==> src/rtl/fetch_prefetch_queue.sv <==
// Instruction fetch front-end with a prefetch queue.
// Sequential requests stream to instruction memory under a credit limit. In-order
// responses land in a DEPTH-entry queue tagged with their PC, and decode drains the
// head over a valid/ready handshake. A redirect flushes the queue, restarts fetch at
// the new PC and arranges for responses still in flight to be discarded on arrival.
module fetch_prefetch_queue #(
    parameter int              XLEN     = 32,
    parameter int              DEPTH    = 4,
    parameter logic [XLEN-1:0] RESET_PC = '0
) (
    input  logic                       clk,
    input  logic                       rst_n,
    output logic                       imem_req_valid,
    input  logic                       imem_req_ready,
    output logic [XLEN-1:0]            imem_req_addr,
    input  logic                       imem_rsp_valid,
    input  logic [31:0]                imem_rsp_data,
    input  logic                       redirect_valid,
    input  logic [XLEN-1:0]            redirect_pc,
    output logic                       inst_valid,
    input  logic                       inst_ready,
    output logic [31:0]                inst_data,
    output logic [XLEN-1:0]            inst_pc,
    output logic [$clog2(DEPTH+1)-1:0] occupancy
);

    // Counter width, pointer width, and a wider width for summing counters
    localparam int CW = $clog2(DEPTH + 1);
    localparam int PW = $clog2(DEPTH);
    localparam int SW = CW + 2;

    localparam logic [CW-1:0]   DEPTH_C    = CW'(DEPTH);
    localparam logic [SW-1:0]   DEPTH_S    = SW'(DEPTH);
    localparam logic [XLEN-1:0] PC_STEP    = XLEN'(4);
    localparam logic [XLEN-1:0] ALIGN_MASK = ~XLEN'(3);

    // Architectural state
    logic [XLEN-1:0] fetch_pc_reg,    fetch_pc_next;
    logic [XLEN-1:0] rsp_pc_reg,      rsp_pc_next;
    logic [CW-1:0]   count_reg,       count_next;
    logic [CW-1:0]   outstanding_reg, outstanding_next;
    logic [CW-1:0]   drop_cnt_reg,    drop_cnt_next;
    logic [PW-1:0]   wr_ptr_reg,      wr_ptr_next;
    logic [PW-1:0]   rd_ptr_reg,      rd_ptr_next;

    // Queue storage; contents need no reset because count gates visibility
    logic [31:0]     data_mem [DEPTH];
    logic [XLEN-1:0] pc_mem   [DEPTH];

    // Handshake and bookkeeping terms
    logic [SW-1:0]   credit_used;
    logic [SW-1:0]   drop_sum;
    logic [XLEN-1:0] redirect_pc_aligned;
    logic            req_fire;
    logic            rsp_drop;
    logic            push;
    logic            pop;

    // Credit check and handshake decode; responses during a redirect or drop window are discarded
    always_comb begin
        credit_used         = SW'(count_reg) + SW'(outstanding_reg) + SW'(drop_cnt_reg);
        redirect_pc_aligned = redirect_pc & ALIGN_MASK;

        imem_req_valid = rst_n && !redirect_valid && (credit_used < DEPTH_S);
        imem_req_addr  = fetch_pc_reg;
        req_fire       = imem_req_valid && imem_req_ready;

        rsp_drop = imem_rsp_valid && (drop_cnt_reg != '0);
        push     = imem_rsp_valid && (drop_cnt_reg == '0) && !redirect_valid;

        inst_valid = (count_reg != '0);
        pop        = inst_valid && inst_ready && !redirect_valid;

        inst_data = data_mem[rd_ptr_reg];
        inst_pc   = pc_mem[rd_ptr_reg];
        occupancy = count_reg;
    end

    // Next-state computation; a redirect overrides every other update
    always_comb begin
        fetch_pc_next    = fetch_pc_reg;
        rsp_pc_next      = rsp_pc_reg;
        count_next       = count_reg;
        outstanding_next = outstanding_reg;
        drop_cnt_next    = drop_cnt_reg;
        wr_ptr_next      = wr_ptr_reg;
        rd_ptr_next      = rd_ptr_reg;
        drop_sum         = SW'(drop_cnt_reg) + SW'(outstanding_reg);

        if (redirect_valid) begin
            // Everything still in flight becomes stale; a response arriving now consumes one of them
            if (imem_rsp_valid && (drop_sum != '0)) begin
                drop_sum = drop_sum - SW'(1);
            end
            fetch_pc_next    = redirect_pc_aligned;
            rsp_pc_next      = redirect_pc_aligned;
            count_next       = '0;
            outstanding_next = '0;
            drop_cnt_next    = CW'(drop_sum);
            wr_ptr_next      = '0;
            rd_ptr_next      = '0;
        end else begin
            if (req_fire) begin
                fetch_pc_next = fetch_pc_reg + PC_STEP;
            end
            if (rsp_drop) begin
                drop_cnt_next = drop_cnt_reg - CW'(1);
            end
            if (push) begin
                rsp_pc_next = rsp_pc_reg + PC_STEP;
                wr_ptr_next = wr_ptr_reg + PW'(1);
            end
            if (pop) begin
                rd_ptr_next = rd_ptr_reg + PW'(1);
            end
            outstanding_next = outstanding_reg + CW'(req_fire) - CW'(push);
            count_next       = count_reg + CW'(push) - CW'(pop);
        end
    end

    // State registers with asynchronous active-low reset
    always_ff @(posedge clk or negedge rst_n) begin
        if (!rst_n) begin
            fetch_pc_reg    <= RESET_PC;
            rsp_pc_reg      <= RESET_PC;
            count_reg       <= '0;
            outstanding_reg <= '0;
            drop_cnt_reg    <= '0;
            wr_ptr_reg      <= '0;
            rd_ptr_reg      <= '0;
        end else begin
            fetch_pc_reg    <= fetch_pc_next;
            rsp_pc_reg      <= rsp_pc_next;
            count_reg       <= count_next;
            outstanding_reg <= outstanding_next;
            drop_cnt_reg    <= drop_cnt_next;
            wr_ptr_reg      <= wr_ptr_next;
            rd_ptr_reg      <= rd_ptr_next;
        end
    end

    // Queue write port: response word and its PC tag go in at the write pointer
    always_ff @(posedge clk) begin
        if (push) begin
            data_mem[wr_ptr_reg] <= imem_rsp_data;
            pc_mem[wr_ptr_reg]   <= rsp_pc_reg;
        end
    end

    // Occupancy never exceeds the queue size
    a_count_bound: assert property (@(posedge clk) disable iff (!rst_n)
        count_reg <= DEPTH_C);

    // Buffered plus in-flight plus to-be-dropped never exceeds the credit pool
    a_credit_bound: assert property (@(posedge clk) disable iff (!rst_n)
        credit_used <= DEPTH_S);

    // A push into a full queue would mean the credit scheme was violated
    a_no_overflow: assert property (@(posedge clk) disable iff (!rst_n)
        !(push && (count_reg == DEPTH_C)));

endmodule
==> config.mk <==
export PLATFORM = sky130hd
export DESIGN_NAME = fetch_prefetch_queue
export DESIGN_NICKNAME = d
export VERILOG_FILES = /design/src/rtl/fetch_prefetch_queue.sv
export SDC_FILE = /design/constraint.sdc
export NUM_CORES = 1
export LEC_CHECK = 0
export BUFFER_PORTS_ARGS = -buffer_cell sky130_fd_sc_hd__clkbuf_2
export CAP_MARGIN = 10
export CORE_AREA = 2 2 161 163
export DETAILED_ROUTE_END_ITERATION = 16
export DIE_AREA = 0 0 163 165
export GPL_TIMING_DRIVEN = 0
export PLACE_DENSITY = 0.82
export SLEW_MARGIN = 0
export SYNTH_ARGS = -nofsm -noshare
export SYNTH_HDL_FRONTEND = slang
export SYNTH_SLANG_ARGS = --single-unit
==> constraint.sdc <==
create_clock -name clk -period 4.1 [get_ports clk]
set_input_delay 0 -clock clk [delete_from_list [all_inputs] [get_ports clk]]
set_output_delay 0 -clock clk [all_outputs]
set_load 0.05 [all_outputs]
==> results.cfg <==
[status]
status = complete, no violations

[global_route]
grt_pass1_vias = 8582
grt_max_degree = 61
overflow = 0
grt_pass1_wl_mm = 46.58
grt_usage_pct = 22.67
grt_antenna_before_repair = 0

[cells_and_area]
fill_cells = 1708
multi_input_area_sq_mm = 0.004088
reg.largest.list = data_mem x128, pc_mem x120
largest_register = data_mem
regArea_sq_mm = 0.009274
fin_util_pct = 66.90
area_growth_pct = 22.70
antenna_cells = 0
instances_no_fill = 1466
final_nets = 1206
fin_area_sq_mm = 0.01675
drive_gt1_share_pct = 28.08
largest_reg_flops = 128

[worst_setup_path]
crit_path_max_incr_delay_ns = 0.54
cp_slowest_cell = fa_1
cp.required_ns = 4.52
cp_max_fo = 10
crit_path_start = outstanding_reg[1]$_DFF_PN0_
reg2reg_to = outstanding_reg[2]$_DFF_PN0_
cp.arrival_ns = 4.27
worst-r2r-setup-slack_ns = 0.26
critPathBufInv = 5
path_cells = inv_1, fa_1, nor2_1, fa_1, and4bb_2, and3_4, inv_2, clkbuf_4, ha_1, inv_1, ha_1, inv_1, fa_1, xnor2_1, nor2_1
critical_path_class = flop to flop
cp-end-kind = flop
critical-path-top-delay-family = adder cells
critPathLaunchType = flop
r2r-start = outstanding_reg[1]$_DFF_PN0_
r2r_cells = 15

[detailed_routing]
num_vias = 8427
antenna_left = 0
vias_per_cell = 5.748
totalWireLength_mm = 29.68
dr.pass1.iters = 5
dr_wl_met2_mm = 14.61
drc = 0
first_iter_violations = 682
wl_per_cell_microns = 20.25
wl_met1_mm = 12.40
highest_layer = met4
met3WireLength_mm = 2.151

[power_and_ir_drop]
combPwrFrac_pct = 30.5
power_switching_mw = 3.383
p_sw_share_pct = 34.70
cellLeakagePower_nw = 6.161
internal-power_mw = 6.367
power_frac_clock_pct = 29.0
peakVddDrop_v = 0.0004945
p_per_area_mw_per_mm2 = 582.1
power.total_mw = 9.750
seq_power_share_pct = 40.5

[floorplanning]
die_w_microns = 163
core-area_sq_mm = 0.02504
start_util_pct = 54.52
dieArea_sq_mm = 0.02690
die_h_microns = 165
rows = 58
ioPinCount = 171

[synthesis]
ys_top_cells_by_area = edfxtp_1, dfrtp_1, mux4_2
yosysMostFrequentCell = edfxtp_1
synth_ff_type = edfxtp_1
synth_cell_types = 66
postSynth.asyncResetShare_pct = 22.74
synth_edf_count = 248
yosysTopAreaCellShare_pct = 54.56
postSynthAreaPerCell_sq_um = 16.25
synth_area_sq_mm = 0.01365
synth_commonest_cells = edfxtp_1, dfrtp_1, mux4_2
ys_seq_area_share_pct = 67.94
yosysTopAreaCell = edfxtp_1
syn_inst = 840
ys_ff_latch = 321
ys_warn_count = 0

[placement]
numPortBuffers = 163
placed_area_sq_mm = 0.01504
gp_congestion = 0.9080
post-place-ws_ns = 0.2406
dpl.hpwl_mm = 19.11
dp_cells = 1341

[clock_tree]
cts_setup_buffers = 0
clockRootBuffer = clkbuf_16
cts-htree-levels = 1
path_clk_slew_ns = 0.07
cts_buffers = 31
cts_buffer_depth = 3
cts_tree = done
cts_sinks = 321
clk_latency_ns = 0.56

[hold_path]
holdPathStages = 2
hold_class = input port to flop
whs_endpoint = data_mem[0][8]$_DFFE_PP_
min-delay-start = imem_rsp_data[8]

[sta]
slew_viol_final = 0
fin_ws_ns = 0.2571
finClkSkew_ns = 0.01270
tightestPinTransition_ns = 0.7552
finalSetupTns_ns = 0
setup_viol = 0
max_slew_margin_pct = 49.66
hold_viol = 0
rsz0062_at_grt = no
max_freq_mhz = 260.2
finalCritPeriodShare_pct = 93.73
hold_ws_ns = 0.2123
fin_crit_ns = 3.843

[flow_run]
cap_violations = 0
power groups by stage:
| stage | registers [mW] | logic, mW | clock network [mW] |
|---|---|---|---|
| floorplan | 4.15 | 2.08 | 0 |
| global placement | 4.01 | 2.88 | 0 |
| detailed placement | 4.01 | 2.94 | 0 |
| CTS | 3.95 | 3.01 | 2.88 |
| global route | 3.98 | 3.20 | 3.01 |
| finish | 3.95 | 2.97 | 2.82 |
layout by cell type (no fill, tap or decap), drive strengths merged, types with 5 or more instances in the layout:
| master | n |
|---|---|
| a21oi | 23 |
| and2 | 7 |
| and3 | 17 |
| and4 | 5 |
| buf | 26 |
| clkbuf | 217 |
| clkinv | 14 |
| dfrtp | 73 |
| dlygate4sd3 | 67 |
| edfxtp | 248 |
| fa | 6 |
| ha | 18 |
| inv | 35 |
| mux2i | 8 |
| mux4 | 62 |
| nand2 | 55 |
| nand2b | 7 |
| nand3 | 28 |
| nand4 | 19 |
| nor2 | 28 |
| nor2b | 6 |
| nor3 | 10 |
| nor4 | 10 |
| o211ai | 7 |
| o21ai | 25 |
| o311ai | 5 |
| o31a | 7 |
| o31ai | 5 |
| or3 | 7 |
| or4 | 5 |
| xnor2 | 22 |
| xor2 | 17 |
worst max path at each step:
stage / slack, ns / end / cells after the start
after detailed placement: 0.24 / outstanding_reg[2]$_DFF_PN0_ / 15
after global routing: 0.04 / outstanding_reg[2]$_DFF_PN0_ / 15
final: 0.26 / outstanding_reg[2]$_DFF_PN0_ / 15
after CTS: 0.22 / outstanding_reg[2]$_DFF_PN0_ / 15
after global placement: -0.40 / data_mem[1][9]$_DFFE_PP_ / 6
after floorplan: 0.31 / outstanding_reg[2]$_DFF_PN0_ / 15
cell families after synthesis:
logic type / after synthesis / share of synthesized area (%)
flip-flops: 321 / 67.94
adder cells (fa/ha/maj): 24 / 2.530
XOR/XNOR: 39 / 2.502
buffers and inverters: 72 / 2.273
other: 1 / 0.02747
multiplexers: 71 / 10.90
AND/OR/NAND/NOR: 214 / 9.056
AO/OA/AOI/OAI: 98 / 4.776
routing by layer:
| metal | track usage [%] | vias up |
|---|---|---|
| li1 | - | 3820 |
| met1 | 31.61 | 4167 |
| met2 | 38.31 | 392 |
| met3 | 3.039 | 48 |
| met4 | 5.712 | 0 |
| met5 | 0 | - |
layout make-up:
| class | instances | area share, % |
|---|---|---|
| Sequential cell | 321 | 55.37 |
| Multi-Input combinational cell | 450 | 24.40 |
| Timing Repair Buffer | 236 | 9.830 |
| Clock buffer | 36 | 4.743 |
| Tap cell | 330 | 2.465 |
| Clock inverter | 21 | 1.322 |
| Buffer | 38 | 1.106 |
| Inverter | 34 | 0.7619 |
timing repair:
action	in CTS	in global routing
hold buffers	68	0
endpoints found under the setup margin	0	1
gates resized for setup	0	1
hold endpoints to repair	265	0
Power figures use the tool's default switching activity.
